===== src/rtl/video_timing_gen.sv =====
`default_nettype none
// ----------------------------------------------------------------------------
// video_timing_gen : pixel/line counters, blanking, VCLK, sync, frame parity
//                    and refresh DMA window; raster IRQ when VTG_RASTER_IRQ_EN.
// Rev 1.0
// ----------------------------------------------------------------------------
module video_timing_gen #(
  parameter int H_WIDTH     = 9,
  parameter int V_WIDTH     = 9,
  parameter int H_START     = 128,
  parameter int H_END       = 511,
  parameter int V_START     = 248,
  parameter int V_END       = 511,
  parameter int H_VINC      = 175,
  parameter int VCLK_FIRST  = 175,
  parameter int VCLK_LAST   = 206,
  parameter int VACT_FIRST  = 271,
  parameter int VACT_LAST   = 494,
  parameter int VBH_FIRST   = 248,
  parameter int VBH_LAST    = 270,
  parameter int DMA_FIRST   = 479,
  parameter int DMA_LAST    = 494,
  parameter int PARITY_LINE = 495
) (
  input  logic               i_EMU_MCLK,
  input  logic               i_MRST_n,
  input  logic               i_EMU_CLK6MPCEN_n,
  input  logic               i_HFLIP,
  input  logic               i_VFLIP,
  input  logic [V_WIDTH-1:0] i_IRQ_LINE,
  input  logic               i_IRQ_ACK,
  output logic [H_WIDTH-1:0] o_HCNT,
  output logic [V_WIDTH-1:0] o_VCNT,
  output logic [H_WIDTH-2:0] o_FLIP_H,
  output logic [V_WIDTH-2:0] o_FLIP_V,
  output logic               o_HBLANK_n,
  output logic               o_VBLANK_n,
  output logic               o_VBLANKH_n,
  output logic               o_REF_DMA_n,
  output logic               o_VCLK,
  output logic               o_FRAMEPARITY,
  output logic               o_VSYNC_n,
  output logic               o_CSYNC_n,
  output logic               o_LINE_IRQ_n
);

  localparam logic [H_WIDTH-1:0] C_H_START     = H_WIDTH'(H_START);
  localparam logic [H_WIDTH-1:0] C_H_END       = H_WIDTH'(H_END);
  localparam logic [H_WIDTH-1:0] C_H_VINC      = H_WIDTH'(H_VINC);
  localparam logic [H_WIDTH-1:0] C_VCLK_FIRST  = H_WIDTH'(VCLK_FIRST);
  localparam logic [H_WIDTH-1:0] C_VCLK_LAST   = H_WIDTH'(VCLK_LAST);
  localparam logic [V_WIDTH-1:0] C_V_START     = V_WIDTH'(V_START);
  localparam logic [V_WIDTH-1:0] C_V_END       = V_WIDTH'(V_END);
  localparam logic [V_WIDTH-1:0] C_VACT_FIRST  = V_WIDTH'(VACT_FIRST);
  localparam logic [V_WIDTH-1:0] C_VACT_LAST   = V_WIDTH'(VACT_LAST);
  localparam logic [V_WIDTH-1:0] C_VBH_FIRST   = V_WIDTH'(VBH_FIRST);
  localparam logic [V_WIDTH-1:0] C_VBH_LAST    = V_WIDTH'(VBH_LAST);
  localparam logic [V_WIDTH-1:0] C_DMA_FIRST   = V_WIDTH'(DMA_FIRST);
  localparam logic [V_WIDTH-1:0] C_DMA_LAST    = V_WIDTH'(DMA_LAST);
  localparam logic [V_WIDTH-1:0] C_PARITY_LINE = V_WIDTH'(PARITY_LINE);

  logic               tick;
  logic               h_wrap;
  logic               v_adv;
  logic [H_WIDTH-1:0] hcnt_q, hcnt_d;
  logic [V_WIDTH-1:0] vcnt_q, vcnt_d;
  logic               vclk_q, vclk_d;
  logic               vblank_n_q, vblank_n_d;
  logic               vblankh_n_q, vblankh_n_d;
  logic               ref_dma_n_q, ref_dma_n_d;
  logic               parity_q, parity_d;

  assign tick   = ~i_EMU_CLK6MPCEN_n;
  assign h_wrap = (hcnt_q >= C_H_END);
  // The wrap tick never advances V, even if H_VINC were placed on H_END.
  assign v_adv  = tick && !h_wrap && (hcnt_q == C_H_VINC);

  always_comb begin
    hcnt_d      = hcnt_q;
    vcnt_d      = vcnt_q;
    vclk_d      = vclk_q;
    vblank_n_d  = vblank_n_q;
    vblankh_n_d = vblankh_n_q;
    ref_dma_n_d = ref_dma_n_q;
    parity_d    = parity_q;
    if (tick) begin
      if (h_wrap) begin
        hcnt_d = C_H_START;
      end else begin
        hcnt_d = hcnt_q + 1'b1;
        vclk_d = (hcnt_q >= C_VCLK_FIRST) && (hcnt_q <= C_VCLK_LAST);
      end
    end
    if (v_adv) begin
      if (vcnt_q < C_V_END) begin
        vcnt_d      = vcnt_q + 1'b1;
        vblank_n_d  = (vcnt_q >= C_VACT_FIRST) && (vcnt_q <= C_VACT_LAST);
        vblankh_n_d = !((vcnt_q >= C_VBH_FIRST) && (vcnt_q <= C_VBH_LAST));
        ref_dma_n_d = !((vcnt_q >= C_DMA_FIRST) && (vcnt_q <= C_DMA_LAST));
        if (vcnt_q == C_PARITY_LINE) parity_d = ~parity_q;
      end else begin
        vcnt_d = C_V_START;
      end
    end
  end

  always_ff @(posedge i_EMU_MCLK or negedge i_MRST_n) begin
    if (!i_MRST_n) begin
      hcnt_q      <= C_H_START;
      vcnt_q      <= C_V_START;
      vclk_q      <= 1'b0;
      vblank_n_q  <= 1'b0;
      vblankh_n_q <= 1'b0;
      ref_dma_n_q <= 1'b1;
      parity_q    <= 1'b0;
    end else begin
      hcnt_q      <= hcnt_d;
      vcnt_q      <= vcnt_d;
      vclk_q      <= vclk_d;
      vblank_n_q  <= vblank_n_d;
      vblankh_n_q <= vblankh_n_d;
      ref_dma_n_q <= ref_dma_n_d;
      parity_q    <= parity_d;
    end
  end

`ifdef VTG_RASTER_IRQ_EN
  logic line_irq_n_q, line_irq_n_d;

  // Ack is honoured on every MCLK edge; a same-edge match overrides it.
  always_comb begin
    line_irq_n_d = line_irq_n_q;
    if (i_IRQ_ACK) line_irq_n_d = 1'b1;
    if (v_adv && (vcnt_d == i_IRQ_LINE)) line_irq_n_d = 1'b0;
  end

  always_ff @(posedge i_EMU_MCLK or negedge i_MRST_n) begin
    if (!i_MRST_n) line_irq_n_q <= 1'b1;
    else           line_irq_n_q <= line_irq_n_d;
  end

  assign o_LINE_IRQ_n = line_irq_n_q;
`else
  logic unused_irq_inputs;
  assign unused_irq_inputs = ^{i_IRQ_LINE, i_IRQ_ACK};
  assign o_LINE_IRQ_n      = 1'b1;
`endif

  assign o_HCNT        = hcnt_q;
  assign o_VCNT        = vcnt_q;
  assign o_FLIP_H      = hcnt_q[H_WIDTH-2:0] ^ {(H_WIDTH-1){i_HFLIP}};
  assign o_FLIP_V      = vcnt_q[V_WIDTH-2:0] ^ {(V_WIDTH-1){i_VFLIP}};
  assign o_HBLANK_n    = hcnt_q[H_WIDTH-1];
  assign o_VSYNC_n     = vcnt_q[V_WIDTH-1];
  assign o_CSYNC_n     = vcnt_q[V_WIDTH-1] & ~vclk_q;
  assign o_VBLANK_n    = vblank_n_q;
  assign o_VBLANKH_n   = vblankh_n_q;
  assign o_REF_DMA_n   = ref_dma_n_q;
  assign o_VCLK        = vclk_q;
  assign o_FRAMEPARITY = parity_q;

endmodule
`default_nettype wire

===== config.mk =====
export PLATFORM = sky130hd
export DESIGN_NAME = video_timing_gen
export DESIGN_NICKNAME = d
export VERILOG_FILES = /design/src/rtl/video_timing_gen.sv
export SDC_FILE = /design/constraint.sdc
export NUM_CORES = 1
export LEC_CHECK = 0
export BUFFER_PORTS_ARGS = -buffer_cell sky130_fd_sc_hd__buf_2
export CAP_MARGIN = 20
export CELL_PAD_IN_SITES_DETAIL_PLACEMENT = 0
export CELL_PAD_IN_SITES_GLOBAL_PLACEMENT = 2
export CORE_MARGIN = 3
export CORE_UTILIZATION = 28
export DETAILED_ROUTE_END_ITERATION = 10
export PLACE_DENSITY = 0.76
export SYNTH_ARGS = -nofsm -noshare
export SYNTH_HDL_FRONTEND = slang
export SYNTH_SLANG_ARGS = --single-unit

===== constraint.sdc =====
create_clock -name i_EMU_MCLK -period 3.3 [get_ports i_EMU_MCLK]
set_input_delay 0.495 -clock i_EMU_MCLK [delete_from_list [all_inputs] [get_ports i_EMU_MCLK]]
set_output_delay 0.495 -clock i_EMU_MCLK [all_outputs]
set_load 0.05 [all_outputs]

==> results.tsv <==
metric	value	unit
grt_max_degree	24	
crit_path_max_incr_delay	0.58	ns
fin_crit	2.96	ns
die_h	80.7	um
setup.worst_path.start_class	flip-flop	
syn_inst	171	
cts-resized-gates	0	
cts_setup_buffers	0	
avgSynthCellArea	9.14	um2
start_util	0.298	
ir_drop	0.000353	V
post-route-util	0.358	
ctsLongestPathBuffers	2	
fmax	337	MHz
tightest_slew	0.537	ns
worstPathArrival	3.16	ns
row_count	26	
relSlewSlack	0.642	
rsz0062_at_grt	no	
final_area	1870	um2
final_antenna_net_count	0	
synth-adder-area-share	0.0400	
syn-num-nets	191	
setup_viol	0	
synth_mux_area_frac	0.0496	
antenna_cells	0	
synth.distinct_cells	42	
max_cap_viol_count	0	
cp.required	3.49	ns
synth_seq_cells	23	
placed_area	1830	um2
antenna_found_initial	0	
core_area	5240	um2
status	finished clean	
cts-root-buf	clkbuf_8	
grt-ovfl-total	0	
path_class	flip-flop to flip-flop	
synth_top_family_by_area	simple AND/OR/NAND/NOR gates	
vias	1357	
crit_top_cell	ha_1	
routedWlPerCell	14.2	um
ys_async_sr_fraction	1.00	
post-route-period-util	0.898	
hpwl	2840	um
dr.pass1.iters	4	
fin_hold_ws	0.196	ns
r2r_cells	9	
routabilityCongestion	0.740	
drc_errors	0	
grt_pass1_wl	6510	um
p_per_area	497	nW/um2
wl	3930	um
die_area	6510	um2
worst-path-max-fanout	9	
routed_via_density	4.92	
cts_sinks	23	
io_pins	58	
numPortBuffers	46	
crit_chain	ha_1 -> and3_1 -> nand3_1 -> nor2_1 -> ha_1 -> or4b_4 -> or3_4 -> nor4_4 -> xor2_1	
worst_hold_path_type	input port to async pin	
synth_compound_area_frac	0.139	
slowest_stage	or4b_4	
yosys.area_share.simple	0.225	
final_hold_viol_count	0	
drive_gt1_frac	0.345	
power.leakage	0.914	nW
grt_pass1_vias	1295	
hold_buffers	0	
ys_seq_area_frac	0.374	
end_kind	flip-flop	
area_growth	19.9	%
die_width	80.7	um
path_clk_slew	0.09	ns
clk_latency	0.27	ns
yosys.area_share.xor_xnor	0.101	
synth.yosys.warnings	0	
final_nets	227	
drt_iter0_markers	80	
track_usage	0.127	
reg2reg_to	o_FRAMEPARITY	
rrSetupSlack	0.34	ns
nFillCells	565	
htree_num_levels	1	
r2r-start	o_HCNT[0]	
synth-edff-count	0	
slew_viol_final	0	
cts_tree	done	
fin_skew	0.00508	ns
synth_area	1560	um2
cts_buffers	3	
ys.flop_type	dfrtp_1	
setup_tns	0	ns
[synth_stat cells (3+ instances only)]
master | instances | area [um2]
a21oi_1 | 8 | 40.0
a31oi_1 | 4 | 25.0
and3_1 | 4 | 25.0
buf_4 | 3 | 22.5
clkbuf_1 | 16 | 60.1
dfrtp_1 | 16 | 400
dfstp_2 | 7 | 184
ha_1 | 5 | 62.6
inv_1 | 7 | 26.3
mux2_2 | 6 | 67.6
nand2_1 | 10 | 37.5
nand3_1 | 12 | 60.1
nand4_1 | 4 | 25.0
nand4b_1 | 3 | 26.3
nor2_1 | 11 | 41.3
o21ai_0 | 8 | 40.0
xor2_1 | 17 | 149
[cells by family (layout without fill, tap and decap cells)]
| family | Yosys count | count (layout) |
|---|---|---|
| and+or+nand+nor | 58 | 58 |
| DFF | 23 | 23 |
| muxes | 7 | 7 |
| buffers and inverters | 26 | 61 |
| other | 1 | 1 |
| AOI/OAI and AO/OA | 33 | 33 |
| adders and majority gates | 5 | 5 |
| xor gates and xnor gates | 18 | 18 |
[final cells by class]
| class | count | area, um2 | share of cell area |
|---|---|---|---|
| repair buffers | 50 | 260 | 0.139 |
| multi-input cells | 122 | 870 | 0.464 |
| well taps | 70 | 87.6 | 0.0468 |
| clock buffers | 4 | 45.0 | 0.0240 |
| flip-flops and latches | 23 | 584 | 0.312 |
| inverters | 7 | 26.3 | 0.0140 |
[cell usage in the layout, fill, tap and decap left out, types with 2 or more instances in the layout]
master / Yosys / routed
and3_1: 4 / 4
dfstp_2: 7 / 7
nand2_1: 10 / 10
o21ai_0: 8 / 8
a32oi_1: 2 / 2
dfrtp_1: 16 / 16
nor2_1: 11 / 11
nor4_4: 2 / 2
buf_4: 3 / 4
mux2_2: 6 / 6
nand4_1: 4 / 4
a31oi_1: 4 / 4
a41oi_1: 2 / 2
o21bai_1: 2 / 2
ha_1: 5 / 5
buf_2: 0 / 46
xor2_1: 17 / 17
a21oi_1: 8 / 8
nand3_1: 12 / 12
clkbuf_8: 0 / 3
inv_1: 7 / 7
or3_1: 2 / 2
nand4b_1: 3 / 3
[worst max path at each step]
stage	cells after the start	startpoint	slack, ns	end
3_3_place_gp	9	o_HCNT[0]	0.39	o_FRAMEPARITY
4_1_cts	9	o_HCNT[0]	0.34	o_FRAMEPARITY
2_1_floorplan	9	o_HCNT[0]	0.21	o_VBLANKH_n
3_5_place_dp	9	o_HCNT[0]	0.36	o_FRAMEPARITY
6_report	9	o_HCNT[0]	0.34	o_FRAMEPARITY
5_1_grt	9	o_HCNT[0]	0.21	o_FRAMEPARITY
[state kept, by name, indices dropped and copies added, names as in the netlist]
register,flops
o_VCLK,1
o_HCNT,9
o_REF_DMA_n,1
o_FRAMEPARITY,1
o_VCNT,9
o_VBLANK_n,1
o_VBLANKH_n,1
[power by group]
group	leakage, nW	internal [mW]	switching, mW
clock network	0.0228	0.0864	0.0972
registers	0.278	0.305	0.0363
logic	0.613	0.0977	0.309
[per-stage QoR]
step                total power, mW  instances  setup WS (ns)
finish                        0.931        276          0.336
global route                  0.985        276          0.212
CTS                           0.942        276          0.339
detailed placement            0.755        272          0.359
global placement              0.756        272          0.389
floorplan                     0.657        171          0.207
[metal layers]
layer,vias to the layer above,track usage,routed length [um]
met5,-,0,0
met1,628,0.161,1780
li1,675,-,-
met2,50,0.223,1880
met3,4,0.0280,233
met4,0,0.0220,34
[worst max-delay path, delay by kind of cell (launching register included)]
kind                     cells  cell delay (ns)
AND/OR/NAND/NOR              6             1.72
adder cells (fa/ha/maj)      2             0.51
XOR/XNOR                     1             0.17
flip-flops                   1             0.49
Power figures use the tool's default switching activity.
